--- config.mk ---
export PLATFORM = sky130hd
export DESIGN_NAME = key_conditioner
export DESIGN_NICKNAME = d
export VERILOG_FILES = /design/src/rtl/key_conditioner.sv
export SDC_FILE = /design/constraint.sdc
export NUM_CORES = 1
export LEC_CHECK = 0
export ABC_AREA = 1
export BUFFER_PORTS_ARGS = -buffer_cell sky130_fd_sc_hd__buf_2
export CAP_MARGIN = 20
export CELL_PAD_IN_SITES_DETAIL_PLACEMENT = 2
export CELL_PAD_IN_SITES_GLOBAL_PLACEMENT = 2
export CORE_ASPECT_RATIO = 0.75
export CORE_MARGIN = 10
export CORE_UTILIZATION = 32
export CTS_CLUSTER_SIZE = 8
export DETAILED_ROUTE_END_ITERATION = 12
export PLACE_DENSITY = 0.86
export SLEW_MARGIN = 40
export SYNTH_ARGS = -nofsm -noshare
export SYNTH_HDL_FRONTEND = slang
export SYNTH_SLANG_ARGS = --single-unit
--- constraint.sdc ---
create_clock -name Clk -period 1.35 [get_ports Clk]
set_input_delay 0.405 -clock Clk [delete_from_list [all_inputs] [get_ports Clk]]
set_output_delay 0.405 -clock Clk [all_outputs]
set_load 0.01 [all_outputs]
--- src/rtl/key_conditioner.sv ---
// Synchronises and debounces active-low push-buttons into clean pressed levels plus press/release pulses.
// Latency SYNC_STAGES+DEBOUNCE_CYCLES edges from a clean input step; no backpressure, outputs are free-running levels/pulses.
module key_conditioner #(
    parameter int NUM_KEYS        = 2,
    parameter int DEBOUNCE_CYCLES = 500000,
    parameter int SYNC_STAGES     = 2
) (
    input  logic                Clk,
    input  logic                Reset,
    input  logic [NUM_KEYS-1:0] Keys_n,
    output logic [NUM_KEYS-1:0] Pressed,
    output logic [NUM_KEYS-1:0] Press_pulse,
    output logic [NUM_KEYS-1:0] Release_pulse
);

    localparam int CNT_W = $clog2(DEBOUNCE_CYCLES + 1);
    localparam logic [CNT_W-1:0] CNT_MAX = CNT_W'(DEBOUNCE_CYCLES - 1);

    for (genvar i = 0; i < NUM_KEYS; i++) begin : g_key
        logic [SYNC_STAGES-1:0] sync_q;
        logic [CNT_W-1:0]       cnt_q;
        logic                   pressed_q;
        logic                   press_q;
        logic                   release_q;
        logic                   sample;

        // Last synchroniser stage, inverted so that 1 means the key is held.
        assign sample = ~sync_q[SYNC_STAGES-1];

        always_ff @(posedge Clk) begin
            if (!Reset) begin
                sync_q    <= '1;
                cnt_q     <= '0;
                pressed_q <= 1'b0;
                press_q   <= 1'b0;
                release_q <= 1'b0;
            end else begin
                sync_q    <= {sync_q[SYNC_STAGES-2:0], Keys_n[i]};
                press_q   <= 1'b0;
                release_q <= 1'b0;
                if (sample == pressed_q) begin
                    cnt_q <= '0;
                end else if (cnt_q == CNT_MAX) begin
                    // Stable for DEBOUNCE_CYCLES cycles: accept the new level.
                    pressed_q <= sample;
                    press_q   <= sample;
                    release_q <= ~sample;
                    cnt_q     <= '0;
                end else begin
                    cnt_q <= cnt_q + 1'b1;
                end
            end
        end

        assign Pressed[i]       = pressed_q;
        assign Press_pulse[i]   = press_q;
        assign Release_pulse[i] = release_q;
    end

endmodule

### Yosys cells after proc, flatten, opt, wreduce, memory -nomap -nowiden

Cells that the tools add are included.

| word-level totals | value |
|---|---|
| bits in registers | 48 |
| input bits | 4 |

| operators by class | value |
|---|---|
| add/subtract/negate cells | 2 |
| equality and inequality tests | 4 |
| bitwise operators | 7 |
| reduce and logical (&&, ||, !) cells | 6 |

Operators by type and width:

| kind | number |
|---|---|
| 19-bit by 1-bit adder with 19-bit output, second input constant | 2 |
| 19-bit == test, second input constant | 2 |
| 3-bit OR reduction | 4 |
| 1-bit NOT | 7 |
| 2-bit AND reduction | 2 |
| 1-bit == test | 2 |

### Logic depth before layout (Yosys ltp)

Gate-level depths: netlist of the first run.

| depth | value |
|---|---|
| word-level depth | 4 |
| depth in mapped cells | 9 |
| mapped depth without buffers | 9 |

### Least setup slack after synthesis of the first run

No wires, ideal clock.

| path | value |
|---|---|
| path kind | flip-flop to flip-flop |
| start | register g_key[1].cnt_q[0] |
| end | register g_key[1].cnt_q[0] |
| data arrival time | 1.328 ns |
| data required time | 1.232 ns |
| slack | -0.096 ns |
| stages on the path, launching flop included | 8 |
| buffers on the path | 1 |
| cell sequence | dfxtp_1 ha_1 nand3_2 clkinv_2 nand3_4 o21ai_4 buf_12 nor2_2 |

| on the way | value |
|---|---|
| cells in the longest elaborated chain, start to end | 2 |
| elaborated cells between the ends (all ways) | 3 |

RTL lines:

| item | line | RTL |
|---|---|---|
| from (decl) | 21 | `logic [CNT_W-1:0] cnt_q;` |
| from (signal assigned) | 50 | `cnt_q <= cnt_q + 1'b1;` |
| parallel branches: the longest is 2 deep, another holds 19-bit by 1-bit adder with 19-bit output | -- |  |

Parallel ways; which one is timed is not known.
A chain may end at the register's enable or synchronous reset.

### Worst setup path after layout of the first run

| path | value |
|---|---|
| start | register g_key[1].pressed_q |
| end | register g_key[1].cnt_q[5] |

| on the way | value |
|---|---|
| cells in the longest elaborated chain, start to end | 2 |

RTL lines:

| item | line | RTL |
|---|---|---|
| from (decl) | 22 | `logic pressed_q;` |
| from (signal assigned) | 45 | `pressed_q <= sample;` |
| 1-bit == test | 41 | `if (sample == pressed_q) begin` |
| 3-bit OR reduction (no source line) | -- |  |

No other way between the ends.

==> results of run 1 <==
-- repair_timing --
action	CTS	global route
buffers inserted	5	5
gates cloned	1	2
gates resized for setup	52	142
pin swaps	6	21
setup endpoints to repair	42	44
-- logic make-up (layout without fill, tap and decap cells) --
| group | Yosys count | in the layout | synth area share |
|---|---|---|---|
| AND/OR/NAND/NOR | 204 | 204 | 0.381 |
| flip-flops | 48 | 48 | 0.399 |
| buffers and inverters | 46 | 89 | 0.0914 |
| XOR/XNOR | 16 | 16 | 0.0582 |
| adder cells (fa/ha/maj) | 2 | 2 | 0.0104 |
| AO/OA/AOI/OAI | 23 | 23 | 0.0603 |
-- flip-flops by register name (all words and copies together), names as in the netlist --
name,flops
g_key.cnt_q,38
g_key.sync_q,4
g_key.pressed_q,2
g_key.press_q,2
g_key.release_q,2
-- worst min path at each step --
stage	slack (ns)	from	end
2_1_floorplan	0.38	g_key[0].sync_q[0]	g_key[0].sync_q[1]
3_3_place_gp	0.39	g_key[0].sync_q[0]	g_key[0].sync_q[1]
3_5_place_dp	0.43	g_key[1].sync_q[0]	g_key[1].sync_q[1]
4_1_cts	0.30	Keys_n[1]	g_key[1].sync_q[0]
5_1_grt	0.32	Keys_n[1]	g_key[1].sync_q[0]
6_report	0.29	Keys_n[1]	g_key[1].sync_q[0]
-- layout make-up --
class	instances	area, sq um	share of cell area
Multi-Input combinational cell	245	1740	0.484
Inverter	38	153	0.0425
Clock buffer	6	82.6	0.0230
Tap cell	101	126	0.0352
Clock inverter	2	38.8	0.0108
Timing Repair Buffer	43	412	0.115
Sequential cell	48	1040	0.289
-- per-layer routing --
metal  global-route usage  vias to the layer above  routed length [microns]
met2                0.367                      144                     6520
li1                     -                     1126                        -
met3               0.0626                       49                      971
met4               0.0912                        0                      632
met1                0.227                     1367                     5990
met5                    0                        -                        0
-- through the flow --
| step | instance area (sq um) | hold slack [ns] | setup WS, ns |
|---|---|---|---|
| after detailed placement | 2700 | 0.427 | -0.182 |
| after CTS | 3010 | 0.300 | -0.0455 |
| after global routing | 3590 | 0.319 | -0.282 |
| after floorplan | 2420 | 0.380 | 0.0237 |
| final | 3590 | 0.293 | -0.202 |
| after global placement | 2700 | 0.386 | 0.0116 |
-- power breakdown --
group          total [mW]  switching [mW]  leakage [nW]  internal [mW]
combinational       0.104          0.0607         0.656         0.0430
clock                1.27           0.657        0.0614          0.609
sequential           1.40         0.00903         0.407           1.39
-- cells in the mapped netlist --
cell type	n
a21oi_1	10
a21oi_2	5
and2_1	1
buf_12	1
buf_4	6
buf_6	1
clkinv_2	1
dfxtp_1	48
ha_1	2
inv_1	35
inv_2	2
nand2_1	87
nand2_2	2
nand2_4	1
nand3_1	19
nand3_2	3
nand3_4	1
nand4_1	5
nor2_1	63
nor2_2	10
nor2_4	2
nor3_1	2
nor3_2	1
nor3b_1	1
o21ai_0	5
o21ai_1	2
o21ai_4	1
or2_0	2
or2_2	4
xnor2_1	3
xor2_1	13
-- tightest hold or removal path, delay by kind of cell --
family / cells / cell delay (ns)
and+or+nand+nor: 1 / 0.09
buffers and inverters: 2 / 0.12
==> run_results.csv, run 1 <==
group,metric,value,unit
outcome,outcome,"finished, violations left",
outcome,violations,"setup timing",
finish,drive_above_1_share,0.560,
finish,fillers,805,
finish,nNetsFinal,387,
floorplan,die_h,95.1,microns
global_routing,grt_pass1_vias,2905,
synthesis,syn_area,2410,sq um
finish,stdcell_count,483,
critical_path,critPathLaunch,"g_key[1].pressed_q",
pwr,vdd_drop_max,0.000880,V
global_routing,antenna_found_initial,0,
timing,hold_viol_final,0,
detailed_routing,drt_wl_total,14.1,mm
critical_path,reg2reg_depth,7,
detailed_routing,antenna_left,0,
clock_network,ctsHoldBuffers,0,
floorplan,io_pins,10,
clock_network,path_clk_slew,0.12,ns
floorplan,start_util,0.329,
floorplan,dieArea,11400,sq um
pwr,power-per-cell-area,772,nW/um^2
timing,fin_crit_sh,1.15,
placed_design,finalWeightedCongestion,0.836,
timing,relSlewSlack,0.747,
synthesis,ys_seq_area_frac,0.399,
clock_network,cts-root-buf,"clkbuf_8",
clock_network,clk_latency,0.36,ns
detailed_routing,drt_iter0_drc,217,
critical_path,slowest_delay,0.35,ns
detailed_routing,drc,0,
critical_path,crit_family,"compound AO/OA/AOI/OAI gates",
critical_path,cp_num_cells,7,
floorplan,core,7330,sq um
timing,drv_slew,0,
finish,layout_commonest_cell,"nand2_1",
critical_path,r2r-end,"g_key[1].cnt_q[5]",
timing,worstMarginPinSlew,0.377,ns
detailed_routing,vias,2686,
timing,tns,-3.96,ns
clock_network,cts.sinks,48,
floorplan,fp.dieW,120,microns
floorplan,num_rows,27,
finish,utilization,0.490,
placed_design,port_buffers,9,
detailed_routing,first_pass_iters,5,
finish,mostFrequentLayoutCells,"nand2_1 (64), nor2_4 (30), inv_1 (26), nor2_1 (26)",
timing,rsz0062_at_grt,"true",
pwr,power.leakage,1.12,nW
timing,fmax,644,MHz
detailed_routing,viasPerCell,5.56,
synthesis,syn_area_per_cell,7.10,sq um
critical_path,crit_path_end_kind,"register",
clock_network,htreeDepth,2,
critical_path,regToRegStartpoint,"g_key[1].pressed_q",
global_routing,grt_use_total,0.207,
critical_path,cp_slowest_cell,"dfxtp_1",
critical_path,crit_buf_inv,3,
global_routing,grt.overflow.total,0,
hold_path,holdPathStages,3,
clock_network,clk_path_buf_depth,2,
critical_path,crit_required,1.61,ns
timing,fin_ws,-0.202,ns
hold_path,min_path_type,"input port to register",
critical_path,r2r_setup_slack,-0.20,ns
synthesis,yosysUniqueCellTypes,31,
pwr,power,2.77,mW
clock_network,cts_buffers,5,
global_routing,grt_max_degree,16,
critical_path,start_kind,"register",
synthesis,synth_area_leaders,"dfxtp_1 (40%), nand2_1 (14%), nor2_1 (9.8%), inv_1 (5.5%), xor2_1 (4.7%)",
clock_network,cts_tree,"done",
placed_design,hpwl,6.63,mm
synthesis,synth_fp_nets,345,
detailed_routing,wire_per_inst,29.2,microns
critical_path,timing_worst_setup_path_type,"register to register",
global_routing,grt_first_pass_wirelength,18.0,mm
critical_path,cp_max_fo,8,
critical_path,cp-endpoint,"g_key[1].cnt_q[5]",
flow_run,maxCapViolCount,0,
critical_path,critPathArrivalTime,1.81,ns
synthesis,synth_top_area_frac,0.399,
timing,finClkSkew,0.0219,ns
synthesis,yosysWarningCount,0,
placed_design,placed_cells,462,
synthesis,synthCells,339,
finish,area_delta_synth_final,49.0,%
synthesis,yosysTopAreaCell,"dfxtp_1",
synthesis,synth_seq_cells,48,
critical_path,worstPathCellList,"inv_1, o21ai_1, a21oi_2, o21ai_4, buf_12, buf_16, nor2_2",
finish,antenna_cells,0,
timing,fin_crit,1.55,ns
timing,finalSetupViolCount,39,
No activity file was read; power rests on OpenSTA's default activity.
==> run 2: changes to the inputs <==
--- a/config.mk
+++ b/config.mk
@@ -11,11 +11,12 @@
 export CELL_PAD_IN_SITES_DETAIL_PLACEMENT = 2
 export CELL_PAD_IN_SITES_GLOBAL_PLACEMENT = 2
 export CORE_ASPECT_RATIO = 0.75
-export CORE_MARGIN = 10
+export CORE_MARGIN = 2
 export CORE_UTILIZATION = 32
 export CTS_CLUSTER_SIZE = 8
 export DETAILED_ROUTE_END_ITERATION = 12
 export PLACE_DENSITY = 0.86
+export SETUP_SLACK_MARGIN = 0.02
 export SLEW_MARGIN = 40
 export SYNTH_ARGS = -nofsm -noshare
 export SYNTH_HDL_FRONTEND = slang
==> run_results.csv, run 2 (same netlist as run 1, synthesis figures left out) <==
group,metric,value,unit
outcome,outcome,"finished, violations left",
outcome,violations,"setup timing",
finish,mostFrequentLayoutCells,"nand2_1 (69), buf_4 (37), dfxtp_2 (31)",
finish,area_delta_synth_final,44.3,%
detailed_routing,drt_wl_total,14.5,mm
critical_path,critPathArrivalTime,2.13,ns
finish,nNetsFinal,398,
pwr,netSwitchingFraction,0.262,
pwr,comb_power_share,0.038,
critical_path,cp_slowest_cell,"dfxtp_4",
critical_path,start_kind,"register",
pwr,power-per-cell-area,704,nW/um^2
detailed_routing,first_pass_iters,4,
clock_network,path_clk_slew,0.11,ns
finish,antenna_cells,0,
pwr,clkPwrFrac,0.380,
floorplan,die_h,79.1,microns
global_routing,grt_max_degree,15,
critical_path,timing_worst_setup_path_type,"register to register",
timing,whs,0.351,ns
detailed_routing,drc,0,
detailed_routing,antenna_left,0,
timing,fin_crit,1.90,ns
clock_network,clk_path_buf_depth,2,
detailed_routing,drt_iter0_drc,234,
global_routing,grt_first_pass_wirelength,16.0,mm
floorplan,core,7330,sq um
timing,hold_viol_final,0,
global_routing,grt_use_total,0.256,
timing,fin_crit_sh,1.41,
global_routing,antenna_found_initial,1,
floorplan,io_pins,10,
finish,layout_commonest_cell,"nand2_1",
critical_path,crit_family,"simple AND/OR/NAND/NOR gates",
floorplan,start_util,0.329,
critical_path,crit_path_end_kind,"register",
placed_design,finalWeightedCongestion,0.833,
critical_path,cp_max_fo,3,
placed_design,placed_cells,463,
placed_design,hpwl,5.94,mm
timing,relSlewSlack,0.715,
clock_network,cts-root-buf,"clkbuf_8",
critical_path,crit_buf_inv,0,
finish,top_regs,"g_key.cnt_q x38, g_key.sync_q x4",
clock_network,cts_buffers,5,
detailed_routing,vias,2764,
timing,worstMarginPinSlew,0.422,ns
floorplan,fp.dieW,104,microns
floorplan,num_rows,27,
timing,drv_slew,0,
hold_path,min_path_type,"input port to register",
clock_network,htreeDepth,2,
timing,finClkSkew,0.0183,ns
timing,rsz0062_at_grt,"true",
timing,fin_ws,-0.553,ns
critical_path,worstPathCellList,"ha_4, nand3_1, nor2_4, nand2_2, nor2_1, nand3_1, nand2_2, nor2_4",
pwr,power.leakage,1.14,nW
detailed_routing,viasPerCell,5.61,
clock_network,ctsHoldBuffers,0,
pwr,switchingPower,0.640,mW
finish,fillers,817,
timing,finalSetupViolCount,41,
pwr,intPower,1.81,mW
finish,seq_area,1010,sq um
finish,drive_above_1_share,0.543,
placed_design,port_buffers,9,
pwr,vdd_drop_max,0.000717,V
pwr,power_frac_seq,0.582,
clock_network,cts.sinks,48,
clock_network,clk_latency,0.33,ns
finish,largest_register_ffs,38,
detailed_routing,wire_per_inst,29.5,microns
timing,fmax,525,MHz
finish,largest-register,"g_key.cnt_q",
critical_path,slowest_delay,0.39,ns
global_routing,grt.overflow.total,0,
floorplan,dieArea,8240,sq um
flow_run,maxCapViolCount,0,
critical_path,crit_required,1.58,ns
finish,multi_input_area,1630,sq um
global_routing,grt_pass1_vias,2800,
finish,stdcell_count,493,
clock_network,cts_tree,"done",
[run 2: cell types whose count changed in the layout (fill, tap and decap cells not counted), sizes merged]
cell | before | now
buf | 41 | 51
bufinv | 1 | 0
clkbuf | 8 | 9
[run 2: cell type report]
| class | instances | share of cell area |
|---|---|---|
| inverter | 38 | 0.0447 |
| timing repair buffer | 54 | 0.136 |
| tap | 101 | 0.0364 |
| clock inverter | 1 | 0.00144 |
| clock buffer | 6 | 0.0209 |
| multi-input combinational | 245 | 0.469 |
| sequential | 48 | 0.292 |
[run 2: per-layer routing]
metal  up-vias  global-route usage  routed length [microns]
met5         -                   0                       13
met4         2               0.101                      501
met3        44              0.0452                     1510
met2       169               0.466                     6580
met1      1399               0.302                     5940
li1       1150                   -                        -
[run 2: power groups by stage]
stage	registers [mW]	logic (mW)	clock network (mW)
floorplan	1.46	0.0277	0
global placement	1.46	0.0491	0
detailed placement	1.46	0.0525	0
CTS	1.43	0.0609	0.869
global route	1.42	0.0940	0.989
finish	1.42	0.0918	0.931
[run 2: metrics by stage]
stage | total power [mW] | cell area [sq um] | utilization | TNS, ns | setup slack [ns]
finish | 2.45 | 3470 | 0.474 | -7.64 | -0.553
global route | 2.51 | 3470 | 0.474 | -8.25 | -0.544
CTS | 2.36 | 2950 | 0.403 | 0 | 0.00235
detailed placement | 1.51 | 2710 | 0.369 | -1.18 | -0.122
global placement | 1.51 | 2710 | 0.369 | 0 | 0.00976
floorplan | 1.49 | 2420 | - | 0 | 0.0237
[run 2: what timing repair did]
action                                 4_1_cts  5_1_grt
resized for setup                           42      122
cloned                                       1        2
endpoints found under the hold margin        0        0
pin swaps                                    0       25
setup endpoints to repair                   41       42
buffers inserted                             5       15
[run 2: final timing paths]
kind / start / endpoint / slack (ns) / cells after the start
worst min register to register: g_key[1].sync_q[0] / g_key[1].sync_q[1] / 0.50 / 2
worst min-delay path: Keys_n[1] / g_key[1].sync_q[0] / 0.35 / 3
worst max register to register: g_key[1].cnt_q[1] / g_key[1].cnt_q[18] / -0.55 / 8
worst max-delay path: g_key[1].cnt_q[1] / g_key[1].cnt_q[18] / -0.55 / 8
[run 2: tightest hold or removal path, stage by stage]
cell	delay, ns
buf_2	0.09
inv_1	0.03
nand2_1	0.11
